File: config.mk
export PLATFORM = sky130hd
export DESIGN_NAME = nor_cmd_seq_flat
export DESIGN_NICKNAME = d
export VERILOG_FILES = /design/src/rtl/nor_cmd_seq_if.sv /design/src/rtl/nor_cmd_seq.sv /design/src/flat_wrapper.sv
export SDC_FILE = /design/constraint.sdc
export NUM_CORES = 1
export LEC_CHECK = 0
export ABC_AREA = 1
export CELL_PAD_IN_SITES_DETAIL_PLACEMENT = 2
export CELL_PAD_IN_SITES_GLOBAL_PLACEMENT = 2
export CORE_AREA = 2 2 151 153
export CTS_BUF_LIST = sky130_fd_sc_hd__clkbuf_2 sky130_fd_sc_hd__clkbuf_4 sky130_fd_sc_hd__clkbuf_8
export CTS_CLUSTER_DIAMETER = 120
export DETAILED_ROUTE_END_ITERATION = 16
export DIE_AREA = 0 0 153 155
export PLACE_DENSITY_LB_ADDON = 0.25
export REMOVE_ABC_BUFFERS = 1
export SETUP_SLACK_MARGIN = 0.15
export SYNTH_ARGS = -nofsm -noshare
export SYNTH_HDL_FRONTEND = slang
export SYNTH_SLANG_ARGS = --single-unit
File: constraint.sdc
create_clock -name wb_clk_i -period 3.2 [get_ports wb_clk_i]
set_clock_uncertainty 0.15 [all_clocks]
set_input_delay 0.48 -clock wb_clk_i [delete_from_list [all_inputs] [get_ports wb_clk_i]]
set_output_delay 0.48 -clock wb_clk_i [all_outputs]
set_load 0.02 [all_outputs]
File: src/rtl/nor_cmd_seq_if.sv
// nor_cmd_seq_if
//   Wishbone write-path bundle between the NOR command sequencer (master)
//   and nor_bus (slave).
//
//   Parameters:
//     ADDRBITS  NOR word-address width
//     DATABITS  NOR data width
//
//   Signals:
//     cyc, stb, we  master bus controls
//     adr, dat      master address / write data
//     ack, stall    slave responses
//
//   Modports: master (sequencer side), slave (nor_bus side).
interface nor_cmd_seq_if #(
  parameter int ADDRBITS = 26,
  parameter int DATABITS = 16
) ();

  logic                cyc;
  logic                stb;
  logic                we;
  logic [ADDRBITS-1:0] adr;
  logic [DATABITS-1:0] dat;
  logic                ack;
  logic                stall;

  modport master (
    output cyc, stb, we, adr, dat,
    input  ack, stall
  );

  modport slave (
    input  cyc, stb, we, adr, dat,
    output ack, stall
  );

endinterface

File: src/rtl/nor_cmd_seq.sv
// nor_cmd_seq
//   Expands high-level NOR flash operations (read/reset, program word,
//   sector erase, chip erase) into JEDEC unlock/command write sequences,
//   issues them as Wishbone single writes, then polls RY/BY# until the
//   embedded operation finishes.
//
//   Ports:
//     wb_clk_i     clock
//     wb_rst_ni    asynchronous active-low reset
//     cmd_op_i     00 READ_RESET, 01 PROGRAM, 10 SECTOR_ERASE, 11 CHIP_ERASE
//     cmd_addr_i   program / sector / reset address
//     cmd_data_i   program data
//     cmd_valid_i  command request; accepted with cmd_ready_o
//     cmd_ready_o  idle, able to accept a command
//     done_o       one-cycle completion pulse
//     err_o        RY timeout flag, valid with done_o
//     busy_o       sequence in progress (inverse of cmd_ready_o)
//     wbm          Wishbone master modport (nor_cmd_seq_if.master)
//     nor_ry_i     flash RY/BY#, 1 = ready
//
//   Configuration macro NOR_CMD_SEQ_TIMEOUT_EN:
//     defined   - POLL is bounded by TIMEOUT_CYCLES; on expiry a reset (F0)
//                 write is issued and done_o is reported with err_o = 1.
//     undefined - POLL waits for RY indefinitely and err_o is tied to 0.
module nor_cmd_seq #(
  parameter int          ADDRBITS       = 26,
  parameter int          DATABITS       = 16,
  parameter int unsigned SETTLE_CYCLES  = 16,
  parameter logic [31:0] TIMEOUT_CYCLES = 32'd50_000_000
) (
  input  logic                wb_clk_i,
  input  logic                wb_rst_ni,
  input  logic [1:0]          cmd_op_i,
  input  logic [ADDRBITS-1:0] cmd_addr_i,
  input  logic [DATABITS-1:0] cmd_data_i,
  input  logic                cmd_valid_i,
  output logic                cmd_ready_o,
  output logic                done_o,
  output logic                err_o,
  output logic                busy_o,
  nor_cmd_seq_if.master       wbm,
  input  logic                nor_ry_i
);

  localparam logic [1:0] OP_READ_RESET   = 2'b00;
  localparam logic [1:0] OP_PROGRAM      = 2'b01;
  localparam logic [1:0] OP_SECTOR_ERASE = 2'b10;

  typedef enum logic [2:0] {
    S_IDLE,
    S_ISSUE,
    S_WAIT_ACK,
    S_SETTLE,
    S_POLL,
`ifdef NOR_CMD_SEQ_TIMEOUT_EN
    S_ABORT,
`endif
    S_DONE
  } state_e;

  state_e              state_q, state_d;
  logic [1:0]          op_q, op_d;
  logic [ADDRBITS-1:0] caddr_q, caddr_d;
  logic [DATABITS-1:0] cdata_q, cdata_d;
  logic [2:0]          step_q, step_d;
  logic                cyc_q, cyc_d;
  logic                stb_q, stb_d;
  logic                we_q, we_d;
  logic [ADDRBITS-1:0] adr_q, adr_d;
  logic [DATABITS-1:0] dat_q, dat_d;
  logic                ready_q, ready_d;
  logic                busy_q, busy_d;
  logic                done_q, done_d;
  logic [31:0]         settle_q, settle_d;
  logic                go_done;
`ifdef NOR_CMD_SEQ_TIMEOUT_EN
  logic [31:0]         tout_q, tout_d;
  logic                abort_q, abort_d;
  logic                err_q, err_d;
`else
  logic                unused_timeout;
  assign unused_timeout = ^TIMEOUT_CYCLES;
`endif

  // Saturating increment shared by the settle and timeout counters.
  function automatic logic [31:0] sat_inc(input logic [31:0] v);
    return (v == 32'hFFFF_FFFF) ? v : v + 32'd1;
  endfunction

  // Index of the final write in each operation's sequence.
  function automatic logic [2:0] last_step(input logic [1:0] op);
    case (op)
      OP_READ_RESET: return 3'd0;
      OP_PROGRAM:    return 3'd3;
      default:       return 3'd5;
    endcase
  endfunction

  // Write address of a given step; erases share the six-write unlock form.
  function automatic logic [ADDRBITS-1:0] step_adr(input logic [1:0] op,
                                                   input logic [2:0] step,
                                                   input logic [ADDRBITS-1:0] ca);
    logic [ADDRBITS-1:0] a555;
    logic [ADDRBITS-1:0] a2aa;
    a555 = ADDRBITS'(12'h555);
    a2aa = ADDRBITS'(12'h2AA);
    case (op)
      OP_READ_RESET: return ca;
      OP_PROGRAM: begin
        case (step)
          3'd1:    return a2aa;
          3'd3:    return ca;
          default: return a555;
        endcase
      end
      default: begin
        case (step)
          3'd1, 3'd4: return a2aa;
          3'd5:       return (op == OP_SECTOR_ERASE) ? ca : a555;
          default:    return a555;
        endcase
      end
    endcase
  endfunction

  // Write data of a given step.
  function automatic logic [DATABITS-1:0] step_dat(input logic [1:0] op,
                                                   input logic [2:0] step,
                                                   input logic [DATABITS-1:0] cd);
    case (op)
      OP_READ_RESET: return DATABITS'(8'hF0);
      OP_PROGRAM: begin
        case (step)
          3'd0:    return DATABITS'(8'hAA);
          3'd1:    return DATABITS'(8'h55);
          3'd2:    return DATABITS'(8'hA0);
          default: return cd;
        endcase
      end
      default: begin
        case (step)
          3'd0, 3'd3: return DATABITS'(8'hAA);
          3'd1, 3'd4: return DATABITS'(8'h55);
          3'd2:       return DATABITS'(8'h80);
          default:    return (op == OP_SECTOR_ERASE) ? DATABITS'(8'h30) : DATABITS'(8'h10);
        endcase
      end
    endcase
  endfunction

  // State and every output live in flops; the async reset puts the bus
  // idle immediately without issuing any recovery write.
  always_ff @(posedge wb_clk_i or negedge wb_rst_ni) begin
    if (!wb_rst_ni) begin
      state_q  <= S_IDLE;
      op_q     <= 2'b00;
      caddr_q  <= '0;
      cdata_q  <= '0;
      step_q   <= 3'd0;
      cyc_q    <= 1'b0;
      stb_q    <= 1'b0;
      we_q     <= 1'b0;
      adr_q    <= '0;
      dat_q    <= '0;
      ready_q  <= 1'b1;
      busy_q   <= 1'b0;
      done_q   <= 1'b0;
      settle_q <= 32'd0;
`ifdef NOR_CMD_SEQ_TIMEOUT_EN
      tout_q   <= 32'd0;
      abort_q  <= 1'b0;
      err_q    <= 1'b0;
`endif
    end else begin
      state_q  <= state_d;
      op_q     <= op_d;
      caddr_q  <= caddr_d;
      cdata_q  <= cdata_d;
      step_q   <= step_d;
      cyc_q    <= cyc_d;
      stb_q    <= stb_d;
      we_q     <= we_d;
      adr_q    <= adr_d;
      dat_q    <= dat_d;
      ready_q  <= ready_d;
      busy_q   <= busy_d;
      done_q   <= done_d;
      settle_q <= settle_d;
`ifdef NOR_CMD_SEQ_TIMEOUT_EN
      tout_q   <= tout_d;
      abort_q  <= abort_d;
      err_q    <= err_d;
`endif
    end
  end

  // Next-state and next-output logic. cyc is raised together with the first
  // stb and held through every inter-step gap, since nor_bus flushes its
  // FIFO whenever cyc drops; it only falls before SETTLE or on completion.
  always_comb begin
    state_d  = state_q;
    op_d     = op_q;
    caddr_d  = caddr_q;
    cdata_d  = cdata_q;
    step_d   = step_q;
    cyc_d    = cyc_q;
    stb_d    = stb_q;
    we_d     = we_q;
    adr_d    = adr_q;
    dat_d    = dat_q;
    ready_d  = ready_q;
    busy_d   = busy_q;
    done_d   = 1'b0;
    settle_d = settle_q;
    go_done  = 1'b0;
`ifdef NOR_CMD_SEQ_TIMEOUT_EN
    tout_d   = tout_q;
    abort_d  = abort_q;
    err_d    = err_q;
`endif

    case (state_q)
      S_IDLE: begin
        if (cmd_valid_i && ready_q) begin
          state_d = S_ISSUE;
          op_d    = cmd_op_i;
          caddr_d = cmd_addr_i;
          cdata_d = cmd_data_i;
          step_d  = 3'd0;
          cyc_d   = 1'b1;
          stb_d   = 1'b1;
          we_d    = 1'b1;
          adr_d   = step_adr(cmd_op_i, 3'd0, cmd_addr_i);
          dat_d   = step_dat(cmd_op_i, 3'd0, cmd_data_i);
          ready_d = 1'b0;
          busy_d  = 1'b1;
`ifdef NOR_CMD_SEQ_TIMEOUT_EN
          abort_d = 1'b0;
          err_d   = 1'b0;
`endif
        end
      end

      S_ISSUE: begin
        if (stb_q && !wbm.stall) begin
          stb_d   = 1'b0;
          state_d = S_WAIT_ACK;
        end
      end

      S_WAIT_ACK: begin
        if (wbm.ack) begin
`ifdef NOR_CMD_SEQ_TIMEOUT_EN
          if (abort_q) begin
            go_done = 1'b1;
          end else
`endif
          if (step_q != last_step(op_q)) begin
            step_d  = step_q + 3'd1;
            state_d = S_ISSUE;
            stb_d   = 1'b1;
            adr_d   = step_adr(op_q, step_q + 3'd1, caddr_q);
            dat_d   = step_dat(op_q, step_q + 3'd1, cdata_q);
          end else if (op_q == OP_READ_RESET) begin
            go_done = 1'b1;
          end else begin
            state_d  = S_SETTLE;
            cyc_d    = 1'b0;
            we_d     = 1'b0;
            settle_d = 32'd0;
`ifdef NOR_CMD_SEQ_TIMEOUT_EN
            tout_d   = 32'd0;
`endif
          end
        end
      end

      // Give the flash time to pull RY low before trusting it.
      S_SETTLE: begin
        settle_d = sat_inc(settle_q);
        if (settle_d >= SETTLE_CYCLES) begin
          state_d = S_POLL;
        end
      end

      // RY has priority over an expiring timeout on the same cycle.
      S_POLL: begin
        if (nor_ry_i) begin
          go_done = 1'b1;
        end
`ifdef NOR_CMD_SEQ_TIMEOUT_EN
        else begin
          tout_d = sat_inc(tout_q);
          if (tout_d >= TIMEOUT_CYCLES) begin
            state_d = S_ABORT;
            abort_d = 1'b1;
            cyc_d   = 1'b1;
            stb_d   = 1'b1;
            we_d    = 1'b1;
            adr_d   = caddr_q;
            dat_d   = DATABITS'(8'hF0);
          end
        end
`endif
      end

`ifdef NOR_CMD_SEQ_TIMEOUT_EN
      // Recovery write to return the flash to read mode; completion is
      // handled by WAIT_ACK through the abort flag.
      S_ABORT: begin
        if (stb_q && !wbm.stall) begin
          stb_d   = 1'b0;
          state_d = S_WAIT_ACK;
        end
      end
`endif

      S_DONE: begin
        state_d = S_IDLE;
        ready_d = 1'b1;
        busy_d  = 1'b0;
`ifdef NOR_CMD_SEQ_TIMEOUT_EN
        err_d   = 1'b0;
`endif
      end

      default: begin
        state_d = S_IDLE;
      end
    endcase

    if (go_done) begin
      state_d = S_DONE;
      cyc_d   = 1'b0;
      stb_d   = 1'b0;
      we_d    = 1'b0;
      done_d  = 1'b1;
`ifdef NOR_CMD_SEQ_TIMEOUT_EN
      err_d   = abort_q;
`endif
    end
  end

  assign cmd_ready_o = ready_q;
  assign busy_o      = busy_q;
  assign done_o      = done_q;
`ifdef NOR_CMD_SEQ_TIMEOUT_EN
  assign err_o       = err_q;
`else
  assign err_o       = 1'b0;
`endif
  assign wbm.cyc     = cyc_q;
  assign wbm.stb     = stb_q;
  assign wbm.we      = we_q;
  assign wbm.adr     = adr_q;
  assign wbm.dat     = dat_q;

endmodule

File: src/flat_wrapper.sv
// flat-port wrapper written by rule: the top's interface ports become plain ports
module nor_cmd_seq_flat 
#(
  parameter int          ADDRBITS       = 26,
  parameter int          DATABITS       = 16,
  parameter int unsigned SETTLE_CYCLES  = 16,
  parameter logic [31:0] TIMEOUT_CYCLES = 32'd50_000_000
)
  (wb_clk_i, wb_rst_ni, cmd_op_i, cmd_addr_i, cmd_data_i, cmd_valid_i, cmd_ready_o, done_o, err_o, busy_o, nor_ry_i, wbm_cyc, wbm_stb, wbm_we, wbm_adr, wbm_dat, wbm_ack, wbm_stall);
  nor_cmd_seq_if #(.ADDRBITS(ADDRBITS), .DATABITS(DATABITS)) wbm_i ();
  input  logic wb_clk_i;
  input  logic wb_rst_ni;
  input  logic [1:0] cmd_op_i;
  input  logic [ADDRBITS-1:0] cmd_addr_i;
  input  logic [DATABITS-1:0] cmd_data_i;
  input  logic cmd_valid_i;
  output logic cmd_ready_o;
  output logic done_o;
  output logic err_o;
  output logic busy_o;
  input  logic nor_ry_i;
  output wire logic [$bits(wbm_i.cyc)-1:0] wbm_cyc;
  output wire logic [$bits(wbm_i.stb)-1:0] wbm_stb;
  output wire logic [$bits(wbm_i.we)-1:0] wbm_we;
  output wire logic [$bits(wbm_i.adr)-1:0] wbm_adr;
  output wire logic [$bits(wbm_i.dat)-1:0] wbm_dat;
  input wire logic [$bits(wbm_i.ack)-1:0] wbm_ack;
  input wire logic [$bits(wbm_i.stall)-1:0] wbm_stall;
  assign wbm_cyc = wbm_i.cyc;
  assign wbm_stb = wbm_i.stb;
  assign wbm_we = wbm_i.we;
  assign wbm_adr = wbm_i.adr;
  assign wbm_dat = wbm_i.dat;
  assign wbm_i.ack = wbm_ack;
  assign wbm_i.stall = wbm_stall;
  nor_cmd_seq #(.ADDRBITS(ADDRBITS), .DATABITS(DATABITS), .SETTLE_CYCLES(SETTLE_CYCLES), .TIMEOUT_CYCLES(TIMEOUT_CYCLES)) u_core (.wb_clk_i(wb_clk_i), .wb_rst_ni(wb_rst_ni), .cmd_op_i(cmd_op_i), .cmd_addr_i(cmd_addr_i), .cmd_data_i(cmd_data_i), .cmd_valid_i(cmd_valid_i), .cmd_ready_o(cmd_ready_o), .done_o(done_o), .err_o(err_o), .busy_o(busy_o), .wbm(wbm_i), .nor_ry_i(nor_ry_i));
endmodule
### Word level (Yosys, flattened, before mapping)

Index checks and enable logic that the tools add are counted.

| word-level totals | value |
|---|---|
| flip-flop bits (word level) | 129 |
| input port bits | 50 |
| logic and storage cells | 123 |

| cells by class | value |
|---|---|
| add/sub/neg operators | 2 |
| $lt $le $gt $ge | 1 |
| equal/unequal tests | 28 |
| muxes and demuxes | 58 |
| reduce and logical (&&, ||, !) cells | 21 |

Operators with widths:

| cell | number |
|---|---|
| $pmux W26 S2 | 4 |
| $mux W26 | 5 |
| $mux W32 | 4 |
| $pmux W16 S3 | 2 |
| $pmux W16 S2 | 2 |
| $pmux W32 S2 | 1 |
| $mux W16 | 3 |
| $mux W3 | 12 |
| $add A32 B1 Y32 const B | 1 |
| $eq A32 B32 Y1 const B | 1 |
| $ge A32 B5 Y1 const B | 1 |
| $mux W1 | 15 |
| $pmux W3 S5 | 1 |
| $eq A3 B2 Y1 const B | 4 |
| $eq A3 B3 Y1 const B | 4 |
| $ne A3 B1 Y1 const B | 4 |
| $pmux W3 S2 | 2 |
| $reduce_and A5 Y1 | 2 |
| $ne A3 B2 Y1 const B | 3 |
| $pmux W1 S2 | 4 |
| $reduce_and A4 Y1 | 2 |
| $mux W7 | 1 |
| $eq A3 B1 Y1 const B | 2 |
| $logic_not A3 Y1 | 2 |
| other kinds (18) | 28 |

### Depth between registers and ports, before layout

Gate-level depths: netlist of the first run.

| depth | value |
|---|---|
| depth after elaboration | 10 |
| mapped depth | 17 |

### Worst setup path before layout of the first run

OpenSTA, ideal clock, no wires.

| path | value |
|---|---|
| path kind | register -> register |
| from | register u_core.step_q[0] |
| to | register u_core.adr_q[9] (netlist: u_core.wbm.adr[9]) |
| setup time | 0.117 ns |
| arrival | 2.000 ns |
| required time | 2.933 ns |
| slack | 0.933 ns |
| stages on the path, launching flop included | 12 |
| cells stage by stage | dfrtp_1 -> ha_1 -> ha_1 -> inv_1 -> nand2_1 -> inv_1 -> a21oi_1 -> nor2_1 -> o21ai_0 -> o311ai_0 -> nand2_1 -> nand2_1 |

| between the ends | value |
|---|---|
| cells in the longest elaborated chain, start to end | 8 |

Ends and longest elaborated chain:

| item | line | source |
|---|---|---|
| from (decl) | nor_cmd_seq.sv:65 | `logic [2:0] step_q, step_d;` |
| from (signal assigned) | nor_cmd_seq.sv:179 | `step_q <= step_d;` |
| $add A3 B1 Y3 | nor_cmd_seq.sv:262 | `adr_d = step_adr(op_q, step_q + 3'd1, caddr_q);` |
| $eq A3 B1 Y1 / $eq A3 B3 Y1 (equally long branches) | nor_cmd_seq.sv:110, nor_cmd_seq.sv:117 |  |
| $reduce_or A2 Y1 | nor_cmd_seq.sv:117 | `case (step)` |
| $pmux W26 S2 | nor_cmd_seq.sv:117 |  |
| $pmux W26 S2 | nor_cmd_seq.sv:107 | `case (op)` |
| $mux W26 | nor_cmd_seq.sv:258 | `if (step_q != last_step(op_q)) begin` |
| $mux W26 | nor_cmd_seq.sv:252 | `if (wbm.ack) begin` |
| $pmux W26 S2 | nor_cmd_seq.sv:222 | `case (state_q)` |
| to (signal assigned) | nor_cmd_seq.sv:183 | `adr_q <= adr_d;` |
| to (decl) | nor_cmd_seq.sv:69 | `logic [ADDRBITS-1:0] adr_q, adr_d;` |

Parallel ways exist; a longest one is shown, timed or not. The select of a mux whose other input is x is not followed.
A chain may end at the register's enable or synchronous reset.

### Final worst setup path of the first run

| path | value |
|---|---|
| from | register u_core.settle_q[0] |
| to | register u_core.state_q[0] |

| between the ends | value |
|---|---|
| cells in the longest elaborated chain, start to end | 5 |

Ends and longest elaborated chain:

| item | line | source |
|---|---|---|
| from (decl) | nor_cmd_seq.sv:74 | `logic [31:0] settle_q, settle_d;` |
| from (signal assigned) | nor_cmd_seq.sv:188 | `settle_q <= settle_d;` |
| $add A32 B1 Y32 / $eq A32 B32 Y1 (equally long branches) | nor_cmd_seq.sv:87 | `return (v == 32'hFFFF_FFFF) ? v : v + 32'd1;` |
| $mux W32 (*) | nor_cmd_seq.sv:87 |  |
| $ge A32 B5 Y1 (*) | nor_cmd_seq.sv:281 | `if (settle_d >= SETTLE_CYCLES) begin` |
| $ne A3 B1 Y1 (no source line) (*) | -- |  |
| $reduce_and A6 Y1 (no source line) (*) | -- |  |
| to (signal assigned) | nor_cmd_seq.sv:175 | `state_q <= state_d;` |
| to (decl) | nor_cmd_seq.sv:61 | `state_e state_q, state_d;` |

Mark *: on every way between the ends. The rest lies on a longest branch, timed or not.

==> qor.yml, run 1 <==
num-fill-cells: 2624
rsz0062_at_grt: "false"
setup_slack_ps: 411
drt_iter0_drc: 278
crit_required_ps: 3400
worstHoldStart: "u_core.wbm.dat[1]$_DFFE_PN0P_"
clockBufferDepth: 2
area_delta_synth_final_pct: 24.1
synth-compound-area-share: 0.139
finalHoldViolCount: 0
synthArstFlopShare: 1.00
gp_congestion: 0.820
yosysSeqAreaShare: 0.463
synthCells: 948
diodes: 0
core_area_um2: 22200
leakage_nw: 3.96
synth_cell_types: 43
min_path_type: "reg -> reg"
dr_wl_met2_um: 12300
dr.pass1.iters: 7
yosys.area.top_type: "dfrtp_1"
yosysMostFrequentCell: "nand2_1"
cts_tree: "built"
ios: 99
p_comb_frac: 0.453
r2r_start: "u_core.settle_q[0]$_DFFE_PN0P_"
power_density_nw_per_um2: 835
cap_violations: 0
antenna_found_initial: 0
grt_max_degree: 60
report.final.slew_viol_count: 0
drive_above_1_share: 0.0829
start_util: 0.313
power_frac_seq: 0.367
grt_pass1_wl_um: 41000
ir_drop_v: 0.000561
cts_inserted_buffers: 17
internal_power_mw: 3.86
synth_seq_cells: 129
rows: 55
dpl.hpwl_um: 17700
synth_common_cells: "nand2_1 (349), dfrtp_1 (128), o21ai_0 (89), inv_1 (88), nor2_1 (76)"
tns_ps: 0
cp.arrival_ps: 2990
dp_slack_ps: 399
switchingPower_mw: 3.35
cts_sinks: 129
numPortBuffers: 97
highest_layer: "met4"
wl_met1_um: 11400
crit_path_max_fanout: 12
grt_overflow: 0
cts_max_level: 4
ant_nets: 0
p_clk_frac: 0.179
whs_ps: 338
vias: 6796
outcome: "finished clean"
fin_crit_sh: 0.872
synthTopCellsByArea: "dfrtp_1 (46%), nand2_1 (19%), o21ai_0 (6.4%)"
yosysTopAreaCellShare: 0.460
synth.mux.area_fraction: 0
die_x_um: 153
synthAdderAreaFrac: 0.0108
synth_area_per_cell_um2: 7.35
tightest_slew_ps: 957
end_kind: "flip-flop"
max_freq_mhz: 359
avgRoutedWirePerCell_um: 18.3
synthXorXnorAreaFrac: 0.0101
crit_type: "reg -> reg"
nets: 1105
gr-usage-all-layers: 0.217
swShare: 0.465
synth_edf_count: 0
seq_area_um2: 3230
post-route-drc-count: 0
syn_area_um2: 6970
synthSimpleGateAreaFrac: 0.301
relSlewSlack: 0.361
yosys_warnings: 0
root_buffer: "clkbuf_8"
first_global_vias: 7446
path_clk_slew_ps: 90
synth-main-ff-cell: "dfrtp_1"
clock_latency_ps: 460
final.min_clock_period_ps: 2790
dr_wl_met3_um: 606
synth_top_family_by_area: "simple AND/OR/NAND/NOR gates"
routed_wl_um: 24700
setup.worst_path.start: "u_core.settle_q[0]$_DFFE_PN0P_"
multi_input_area_um2: 3230
setup_viol: 0
die_h_um: 155
startpoint_type: "flip-flop"
viasPerCell: 5.05
die_area_um2: 23700
layer usage:
| layer | vias to the layer above | track usage |
|---|---|---|
| li1 | 3246 | - |
| met1 | 3440 | 0.286 |
| met2 | 91 | 0.373 |
| met3 | 19 | 0.0362 |
| met4 | 0 | 0.0516 |
| met5 | - | 0 |
layout by cell type, fill, tap and decap left out, types with 2 or more instances in the layout:
cell / count
xor2_1: 8
a22o_1: 3
inv_1: 87
clkinvlp_4: 6
nand4_1: 2
inv_6: 4
o22ai_1: 24
nand3b_1: 2
clkinv_2: 2
a31oi_1: 2
nor2_2: 8
clkdlybuf4s50_1: 96
o211ai_1: 3
nand4_2: 2
o311ai_0: 3
nand3_1: 42
nor2_1: 76
nand2_2: 6
dfrtp_1: 128
clkinv_4: 3
nor3_1: 6
o31ai_1: 2
clkbuf_8: 17
nand2_1: 349
ha_1: 6
o221ai_1: 4
nor2_4: 7
a21oi_1: 21
buf_4: 16
o21a_1: 2
o21ai_1: 5
inv_2: 8
a211oi_1: 6
nand2_4: 3
o21ai_0: 89
per-stage QoR:
step,cell area (um^2),cells,utilization,power [mW]
2_1_floorplan,6810,915,-,4.46
3_3_place_gp,8280,1313,0.372,5.84
3_5_place_dp,8280,1313,0.372,5.95
4_1_cts,8630,1345,0.388,7.34
5_1_grt,8650,1346,0.389,7.83
6_report,8650,1346,0.389,7.22
power by group through the flow:
| stage | registers (mW) | clock network (mW) | logic (mW) |
|---|---|---|---|
| final | 2.65 | 1.29 | 3.27 |
| after global routing | 2.73 | 1.42 | 3.69 |
| after CTS | 2.65 | 1.34 | 3.34 |
| after detailed placement | 2.67 | 0 | 3.28 |
| after global placement | 2.65 | 0 | 3.18 |
| after floorplan | 2.78 | 0 | 1.68 |
worst max-delay path, stage by stage (launching register included):
cell and delay (ps):
dfrtp_1 480, ha_1 330, nand3_2 160, inv_2 80, nand2_4 110, nor2_4 70
nand2_4 170, clkinvlp_4 210, a21oi_1 200, nand3_1 100, nor2_1 160, nand4_2 170
nand2_2 120, nand2_1 60, nand2_1 70, nand2_1 60
worst paths after layout:
kind | to | slack, ps | cells after the start
worst max-delay path | u_core.state_q[0]$_DFFE_PN0P_ | 410 | 15
worst min-delay path | u_core.wbm.dat[1]$_DFFE_PN0P_ | 340 | 2
worst max register to register | u_core.state_q[0]$_DFFE_PN0P_ | 410 | 15
worst min register to register | u_core.wbm.dat[1]$_DFFE_PN0P_ | 340 | 2
max in group asynchronous | u_core.cdata_q[3]$_DFFE_PN0P_ | 1640 | 3
min in group asynchronous | u_core.settle_q[22]$_DFFE_PN0P_ | 420 | 2
cell type report:
class,count,area share
inverter,97,0.0425
clock buffer,17,0.0271
tap,285,0.0412
multi-input combinational,689,0.373
timing repair buffer,115,0.130
sequential,129,0.374
clock inverter,14,0.0126
sequential cells by signal, summed over array words and instances (netlist names), 2 cells and up:
name             count
u_core.caddr_q      26
u_core.op_q          2
u_core.cdata_q      16
u_core.wbm.dat      16
u_core.step_q        3
u_core.state_q       3
u_core.settle_q     32
u_core.wbm.adr      26
cells by family after synthesis:
| group | Yosys count |
|---|---|
| adder cells (fa/ha/maj) | 6 |
| buffers and inverters | 130 |
| other | 1 |
| XOR/XNOR | 8 |
| flip-flops | 129 |
| AND/OR/NAND/NOR | 505 |
| AO/OA/AOI/OAI | 169 |
repair_timing:
item,CTS,global route
endpoints found under the hold margin,53,0
setup buffers,0,1
setup endpoints to repair,0,1
hold buffers,1,0
gates resized for setup,0,2
(Power assumes the default switching activity.)
==> run 2: changes to the inputs <==
--- a/config.mk
+++ b/config.mk
@@ -16,6 +16,7 @@
 export PLACE_DENSITY_LB_ADDON = 0.25
 export REMOVE_ABC_BUFFERS = 1
 export SETUP_SLACK_MARGIN = 0.15
+export SLEW_MARGIN = 0
 export SYNTH_ARGS = -nofsm -noshare
 export SYNTH_HDL_FRONTEND = slang
 export SYNTH_SLANG_ARGS = --single-unit
==> results of run 2 <==
Same layout as run 1: the final DEF is identical, and so are final timing and power.
